[src/rtl/conv_pkg.sv]
// Shared definitions for the 3x3 convolution feeder path.
//   DW     : element width (the engine only supports 8)
//   TILE_N : input tile elements (4x4)
//   FILT_N : filter elements (3x3)
//   ld_state_t : loader state encoding
//   elem_lsb   : LSB position of element i in a row-major flat bus
package conv_pkg;

  localparam int unsigned DW     = 8;
  localparam int unsigned TILE_N = 16;
  localparam int unsigned FILT_N = 9;

  typedef enum logic [1:0] {
    LOAD_F,
    LOAD_A,
    RUN
  } ld_state_t;

  function automatic int unsigned elem_lsb(input int unsigned i, input int unsigned w);
    return i * w;
  endfunction

endpackage

[src/rtl/conv_tile_loader.sv]
// conv_tile_loader: byte-stream feeder for the single-PE 3x3 convolution engine.
// Collects 9 filter bytes then 16 tile bytes over valid/ready, holds `active`
// high until the engine signals completion, then re-arms (optionally keeping
// the filter).
// Ports:
//   clk, rst        clock; asynchronous active-high reset
//   clear           synchronous flush (drops tile, invalidates filter)
//   reuse_filter    keep the loaded filter for the next tile
//   in_valid/in_data/in_ready  byte stream handshake
//   done_in         engine completion level (rising edge is the event)
//   active          engine enable
//   a_flat, b_flat  row-major tile / filter buses (element 0 at LSB)
//   filter_loaded   a complete filter is held
//   tiles_done      wrapping count of completed tiles
module conv_tile_loader #(
  parameter int unsigned DW = 8
) (
  input  logic              clk,
  input  logic              rst,
  input  logic              clear,
  input  logic              reuse_filter,
  input  logic              in_valid,
  input  logic [DW-1:0]     in_data,
  output logic              in_ready,
  input  logic              done_in,
  output logic              active,
  output logic [16*DW-1:0]  a_flat,
  output logic [9*DW-1:0]   b_flat,
  output logic              filter_loaded,
  output logic [15:0]       tiles_done
);

  import conv_pkg::ld_state_t;
  import conv_pkg::LOAD_F;
  import conv_pkg::LOAD_A;
  import conv_pkg::RUN;
  import conv_pkg::TILE_N;
  import conv_pkg::FILT_N;
  import conv_pkg::elem_lsb;

  localparam logic [4:0] FILT_LAST = 5'(FILT_N - 1);
  localparam logic [4:0] TILE_LAST = 5'(TILE_N - 1);

  ld_state_t   state;
  ld_state_t   state_nxt;
  logic [4:0]  idx;
  logic        done_q;
  logic        done_edge;
  logic        run_done;
  logic        xfer;
  logic        last_f;
  logic        last_a;
  logic        keep_filter;
  logic [DW-1:0] a_q [TILE_N];
  logic [DW-1:0] b_q [FILT_N];

  // A clear in the same cycle as a handshake drops the byte.
  assign xfer        = in_valid & in_ready & ~clear;
  assign last_f      = xfer & (state == LOAD_F) & (idx == FILT_LAST);
  assign last_a      = xfer & (state == LOAD_A) & (idx == TILE_LAST);
  assign done_edge   = done_in & ~done_q;
  assign run_done    = (state == RUN) & done_edge;
  assign keep_filter = reuse_filter & filter_loaded;

  // State register
  always_ff @(posedge clk or posedge rst) begin
    if (rst) begin
      state <= LOAD_F;
    end else begin
      state <= state_nxt;
    end
  end

  // Next-state logic
  always_comb begin
    state_nxt = state;
    if (clear) begin
      state_nxt = LOAD_F;
    end else begin
      case (state)
        LOAD_F:  if (last_f) state_nxt = LOAD_A;
        LOAD_A:  if (last_a) state_nxt = RUN;
        RUN:     if (done_edge) state_nxt = keep_filter ? LOAD_A : LOAD_F;
        default: state_nxt = LOAD_F;
      endcase
    end
  end

  // Output decode
  always_comb begin
    in_ready = 1'b0;
    case (state)
      LOAD_F, LOAD_A: in_ready = 1'b1;
      default:        in_ready = 1'b0;
    endcase
  end

  // Control registers. The completion count advances even when a clear
  // lands on the same edge as the done edge.
  always_ff @(posedge clk or posedge rst) begin
    if (rst) begin
      idx           <= '0;
      done_q        <= 1'b0;
      active        <= 1'b0;
      filter_loaded <= 1'b0;
      tiles_done    <= '0;
    end else begin
      done_q <= done_in;

      if (run_done) begin
        tiles_done <= tiles_done + 16'd1;
      end

      if (clear || last_f || last_a) begin
        idx <= '0;
      end else if (xfer) begin
        idx <= idx + 5'd1;
      end

      if (clear || run_done) begin
        active <= 1'b0;
      end else if (last_a) begin
        active <= 1'b1;
      end

      if (clear || (run_done && !keep_filter)) begin
        filter_loaded <= 1'b0;
      end else if (last_f) begin
        filter_loaded <= 1'b1;
      end
    end
  end

  // Holding registers, written at the slot selected by idx
  always_ff @(posedge clk or posedge rst) begin
    if (rst) begin
      for (int unsigned i = 0; i < TILE_N; i++) a_q[i] <= '0;
      for (int unsigned i = 0; i < FILT_N; i++) b_q[i] <= '0;
    end else if (xfer) begin
      for (int unsigned i = 0; i < TILE_N; i++) begin
        if ((state == LOAD_A) && ({27'd0, idx} == i)) a_q[i] <= in_data;
      end
      for (int unsigned i = 0; i < FILT_N; i++) begin
        if ((state == LOAD_F) && ({27'd0, idx} == i)) b_q[i] <= in_data;
      end
    end
  end

  // Flatten row-major
  always_comb begin
    a_flat = '0;
    b_flat = '0;
    for (int unsigned i = 0; i < TILE_N; i++) a_flat[elem_lsb(i, DW) +: DW] = a_q[i];
    for (int unsigned i = 0; i < FILT_N; i++) b_flat[elem_lsb(i, DW) +: DW] = b_q[i];
  end

endmodule

[config.mk]
export PLATFORM = sky130hd
export DESIGN_NAME = conv_tile_loader
export DESIGN_NICKNAME = d
export VERILOG_FILES = /design/src/rtl/conv_pkg.sv /design/src/rtl/conv_tile_loader.sv
export SDC_FILE = /design/constraint.sdc
export NUM_CORES = 1
export LEC_CHECK = 0
export CORE_MARGIN = 2
export CORE_UTILIZATION = 49
export DETAILED_ROUTE_END_ITERATION = 10
export PLACE_DENSITY = 0.85
export SYNTH_ARGS = -nofsm -noshare
export SYNTH_HDL_FRONTEND = slang
export SYNTH_SLANG_ARGS = --single-unit
[constraint.sdc]
create_clock -name clk -period 8.5 [get_ports clk]
set_input_delay 0.85 -clock clk [delete_from_list [all_inputs] [get_ports clk]]
set_output_delay 0.85 -clock clk [all_outputs]
set_load 0.1 [all_outputs]
==> run_results.csv <==
group,metric,value,unit
outcome,outcome,"completed",
flow_run,maxCapViolCount,0,
grt,grt_first_pass_wirelength,36.4,mm
clocking,clkTransAtPathRegs,0.06,ns
synth,yosys.area.top_type,"dfrtp_1",
synth,synth_commonest_cells,"226 x dfrtp_1, 200 x mux2_2, 36 x nand2_1",
synth,ys_types,36,
power_and_ir_drop,switching_power,0.951,mW
power_and_ir_drop,p_comb_frac,0.229,
synth,avgSynthCellArea,15.2,um^2
clocking,numCtsBuffers,24,
grt,grt_overflow,0,
place,placed_cells,1025,
worst_hold_path,hold_class,"reg2reg",
power_and_ir_drop,switching_share,0.336,
layout,fillers,1199,
place,dp_hpwl,15.7,mm
route,drt_iter0_drc,264,
power_and_ir_drop,internal_power,1.88,mW
layout,nets,842,
synth,yosys.area_share.simple,0.0600,
setup_path,slowest_stage,"clkdlybuf4s50_1",
synth,synth_fa_ha_area_frac,0.00850,
layout,antenna-diode-count,0,
route,dr.pass1.iters,4,
synth,yosysWarnings,0,
grt,grt_max_degree,150,
timing,fin_crit_sh,0.371,
layout,drive_gt1_frac,0.300,
synth,synth_xor_area_frac,0.0149,
power_and_ir_drop,clockPowerShare,0.360,
timing,finalWorstPathRequiredPeriod,3.15,ns
timing,fin_tns_setup,0,ns
synth,synth_edf_count,0,
synth,seq_area_frac_synth,0.640,
place,portBuffers,232,
route,routedWlPerCell,22.0,um
clocking,cts-resized-gates,0,
power_and_ir_drop,p_seq_frac,0.411,
die,rows,49,
setup_path,crit_type,"reg2out",
timing,tightest_slew,1.34,ns
synth,syn_inst,583,
power_and_ir_drop,peakVddDrop,0.000224,V
power_and_ir_drop,leakagePower,5.74,nW
setup_path,worstSetupStartpointType,"flip-flop",
place,place.gp.congestion,0.804,
synth,yosys-top-cells-area,"dfrtp_1 64%, mux2_2 25%, nand2_1 1.5%, xnor2_1 1.4%, clkbuf_1 0.93%",
synth,synthMuxAreaShare,0.255,
clocking,clk_latency,0.51,ns
synth,ys_ff_latch,226,
layout,instances_no_fill,1068,
synth,syn-cell-area,8840,um^2
synth,synth_compound_area_frac,0.00793,
clocking,clock_sinks,226,
setup_path,path_max_fanout,8,
die,ios,233,
setup_path,critPathCaptureType,"primary output",
power_and_ir_drop,finalPower,2.83,mW
synth,synth_top_family_by_area,"multiplexers",
timing,fin_skew,0.0163,ns
route,viasPerCell,5.44,
grt,antenna_found_initial,0,
timing,hold_slack,0.498,ns
route,drc,0,
grt,grtUsageTotal,0.242,
die,dieArea,19100,um^2
clocking,max-clock-path-buffers,3,
timing,relSlewSlack,0.105,
die,die_x,138,um
synth,yosys.area.top_type_share,0.640,
synth,yosysMostFrequentCell,"dfrtp_1",
timing,fmax,317,MHz
grt,grt_pass1_vias,6254,
layout,area_delta_synth_final,37.9,%
timing,setup_violations,0,
clocking,postCtsSetupRepairBufs,0,
clocking,cts-root-buf,"clkbuf_16",
place,pre_cts_ws,4.89,ns
die,core_area,17800,um^2
synth,ys.flop_type,"dfrtp_1",
setup_path,slowest_delay,1.18,ns
timing,rsz0062_at_grt,"false",
clocking,ctsHtreeMaxLevel,1,
clocking,cts_tree,"built",
route,ant_nets,0,
die,start_util,0.495,
synth,syn-num-nets,603,
die,die_h,138,um
route,wirelength,23.5,mm
setup_path,critPathArrivalTime,2.30,ns
synth,async_flop_share,1.00,
clocking,cts_hold_buffers,0,
timing,worst_slack,5.35,ns
timing,slew_violations,0,
setup_path,cp_data_required_time,7.65,ns
power_and_ir_drop,p_per_area,232,nW/um^2
timing,hold_viol,0,
route,vias,5807,
setup_path,cp_cell_sequence,"inv_1, clkdlybuf4s50_1",
state kept, by name, indices dropped and copies added, names as in the netlist:
name / flops
tiles_done: 16
b_flat: 72
state: 2
idx: 5
active: 1
done_q: 1
filter_loaded: 1
a_flat: 128
power by group through the flow:
| stage | clock network, mW | logic (mW) | registers, mW |
|---|---|---|---|
| 6_report | 1.02 | 0.648 | 1.16 |
| 5_1_grt | 1.08 | 0.665 | 1.17 |
| 4_1_cts | 1.04 | 0.651 | 1.16 |
| 3_5_place_dp | 0 | 0.648 | 1.18 |
| 3_3_place_gp | 0 | 0.643 | 1.18 |
| 2_1_floorplan | 0 | 0.0806 | 1.58 |
metrics by stage:
stage               area (um^2)  utilization
CTS                       12200        0.683
floorplan                  8840            -
finish                    12200        0.683
global route              12200        0.683
detailed placement        11400        0.639
global placement          11400        0.639
final timing paths:
kind | startpoint | to | slack (ns) | depth (start not counted)
setup / recovery | state[1] | in_ready | 5.35 | 2
hold / removal | tiles_done[8] | tiles_done[8] | 0.50 | 1
setup reg to reg | state[0] | a_flat[107] | 5.97 | 4
hold reg to reg | tiles_done[8] | tiles_done[8] | 0.50 | 1
max in group asynchronous | rst | b_flat[27] | 5.91 | 3
min in group asynchronous | rst | a_flat[89] | 1.00 | 2
cell usage in the layout (no fill, tap or decap), types with 4 or more instances in the layout:
| cell type | n |
|---|---|
| dfrtp_1 | 226 |
| nand3_1 | 9 |
| clkinv_2 | 8 |
| nor2_1 | 8 |
| inv_1 | 4 |
| clkdlybuf4s50_1 | 232 |
| nor2b_1 | 9 |
| mux2_2 | 200 |
| ha_1 | 6 |
| nand4_1 | 4 |
| buf_4 | 7 |
| clkbuf_8 | 5 |
| nand2_1 | 36 |
| clkbuf_16 | 25 |
| xnor2_1 | 14 |
| and3_1 | 6 |
worst max-delay path, delay by kind of cell (launching register included):
kind | cells | cell delay, ns
flip-flops | 1 | 0.47
buffers and inverters | 2 | 1.32
cell type report:
cell class	count	area (um^2)	area share
clock inverter	10	78.8	0.00647
sequential	226	5660	0.464
multi-input combinational	326	3060	0.251
timing repair buffer	239	2370	0.195
clock buffer	33	706	0.0579
inverter	5	26.3	0.00216
tap	229	287	0.0235
kinds of logic (layout without fill, tap and decap cells):
group	Yosys count	after routing
mux	200	200
buf+inv	31	287
flops	226	226
xor+xnor	15	15
fa+ha+maj	6	6
simple gates	95	95
compound gates	10	10
routing by layer:
layer  GRT usage  wire (um)
met1       0.306       9440
met2       0.403      11500
met3      0.0759       2010
met4      0.0709        571
met5           0          0
No activity file was read; power rests on OpenSTA's default activity.
==> edit (config.mk and constraints unchanged) <==
Change the package constant `TILE_N` from 16 to 32.
--- a/src/rtl/conv_pkg.sv
+++ b/src/rtl/conv_pkg.sv
@@ -7,7 +7,7 @@
 package conv_pkg;
 
   localparam int unsigned DW     = 8;
-  localparam int unsigned TILE_N = 16;
+  localparam int unsigned TILE_N = 32;
   localparam int unsigned FILT_N = 9;
 
   typedef enum logic [1:0] {
Check against the original RTL: no difference found for any inputs over 4 cycles, from zero or initial values and one cycle with rst high; that may be too few to reach the edited logic, so the function may still have changed.
==> edit against the original RTL <==
Power decreased by 5.4%; area after synthesis increased by 0.84%; setup slack improved by 0.028 ns; die area increased by 0.81%; cell area increased by 0.64%; routed wire length decreased by 0.24%; sequential share of layout area decreased by 0.29 points; non-clock buffer count decreased by 1; fmax increased by 0.91%; clock skew decreased by 0.0057 ns; sequential cell count unchanged; register-to-register slack about the same; critical endpoint unchanged; clock power increased by 5%.
==> edit: results (changes against the original RTL) <==
status=completed (unchanged); hold path endpoint=tiles_done[15]$_DFFE_PP0P_ (was tiles_done[8]$_DFFE_PP0P_); launching point of the worst reg2reg path=idx[3]$_DFFE_PP0P_ (was state[0]$_DFFE_PP0P_); VDD IR-drop max=0.0003168 V (was 0.0002239 V); non-clock inverter count in the final layout=6 (was 5); nets@finish=843 (was 842); Peak Freq=320.2 MHz (was 317.3 MHz); Sw Ratio=30.27% (was 33.59%); routability cong.=0.8449 (was 0.8041); hold_sp=tiles_done[15]$_DFFE_PP0P_ (was tiles_done[8]$_DFFE_PP0P_); first-pass GRT wire length=37320 um (was 36430 um); dpl hpwl=15320 um (was 15660 um); Worst slew margin=22.74% (was 10.55%); Global Route Usage Sum=24.38% (was 24.17%); average cell area after synthesis=15.15 sq um (was 15.16 sq um); pre-CTS setup slack=5.173 ns (was 4.893 ns); clock skew=0.01056 ns (was 0.01629 ns); leak pwr=5.860 nW (was 5.743 nW); # fillers=1232 (was 1199); final hold slack=0.4748 ns (was 0.4985 ns); layout cells sized above 1=30.00% (was 30.04%); buffering overhead=19.30% (was 19.49%); Seq/total area=46.11% (was 46.41%); Non-clk bufs=238 (was 239); capturing point of the worst reg2reg path=b_flat[67]$_DFFE_PP0P_ (was a_flat[107]$_DFFE_PP0P_); vias per inst=5.442 (was 5.437)
## edit: cell families after synthesis
kind of cell | share of synthesized area [%]
DFF | 63.47
muxes | 25.40
and+or+nand+nor | 6.053
buffers and inverters | 1.699
xor gates and xnor gates | 1.475
AOI/OAI and AO/OA | 0.9127
adders and majority gates | 0.9830
## edit: power by group through the flow
stage | Sequential [W] | Clock, W | Combinational (W)
2_1_floorplan | 0.00144 | 0 | 0.0000672
3_3_place_gp | 0.00115 | 0 | 0.000464
3_5_place_dp | 0.00116 | 0 | 0.000469
4_1_cts | 0.00114 | 0.00108 | 0.000471
5_1_grt | 0.00114 | 0.00113 | 0.000483
6_report | 0.00114 | 0.00107 | 0.000468
## edit: per-layer routing
layer,global-route usage [%],share of wire [%],vias up
met3,7.942,8.2,48
met1,30.94,40,2997
met2,40.24,49,228
met5,0,0,-
met4,7.496,2.4,0
li1,-,-,2544
## edit: critical path, cell delays in order (launching register included)
cell             delay (ns)
dfrtp_1                0.48
inv_1                  0.13
clkdlybuf4s50_1        1.15
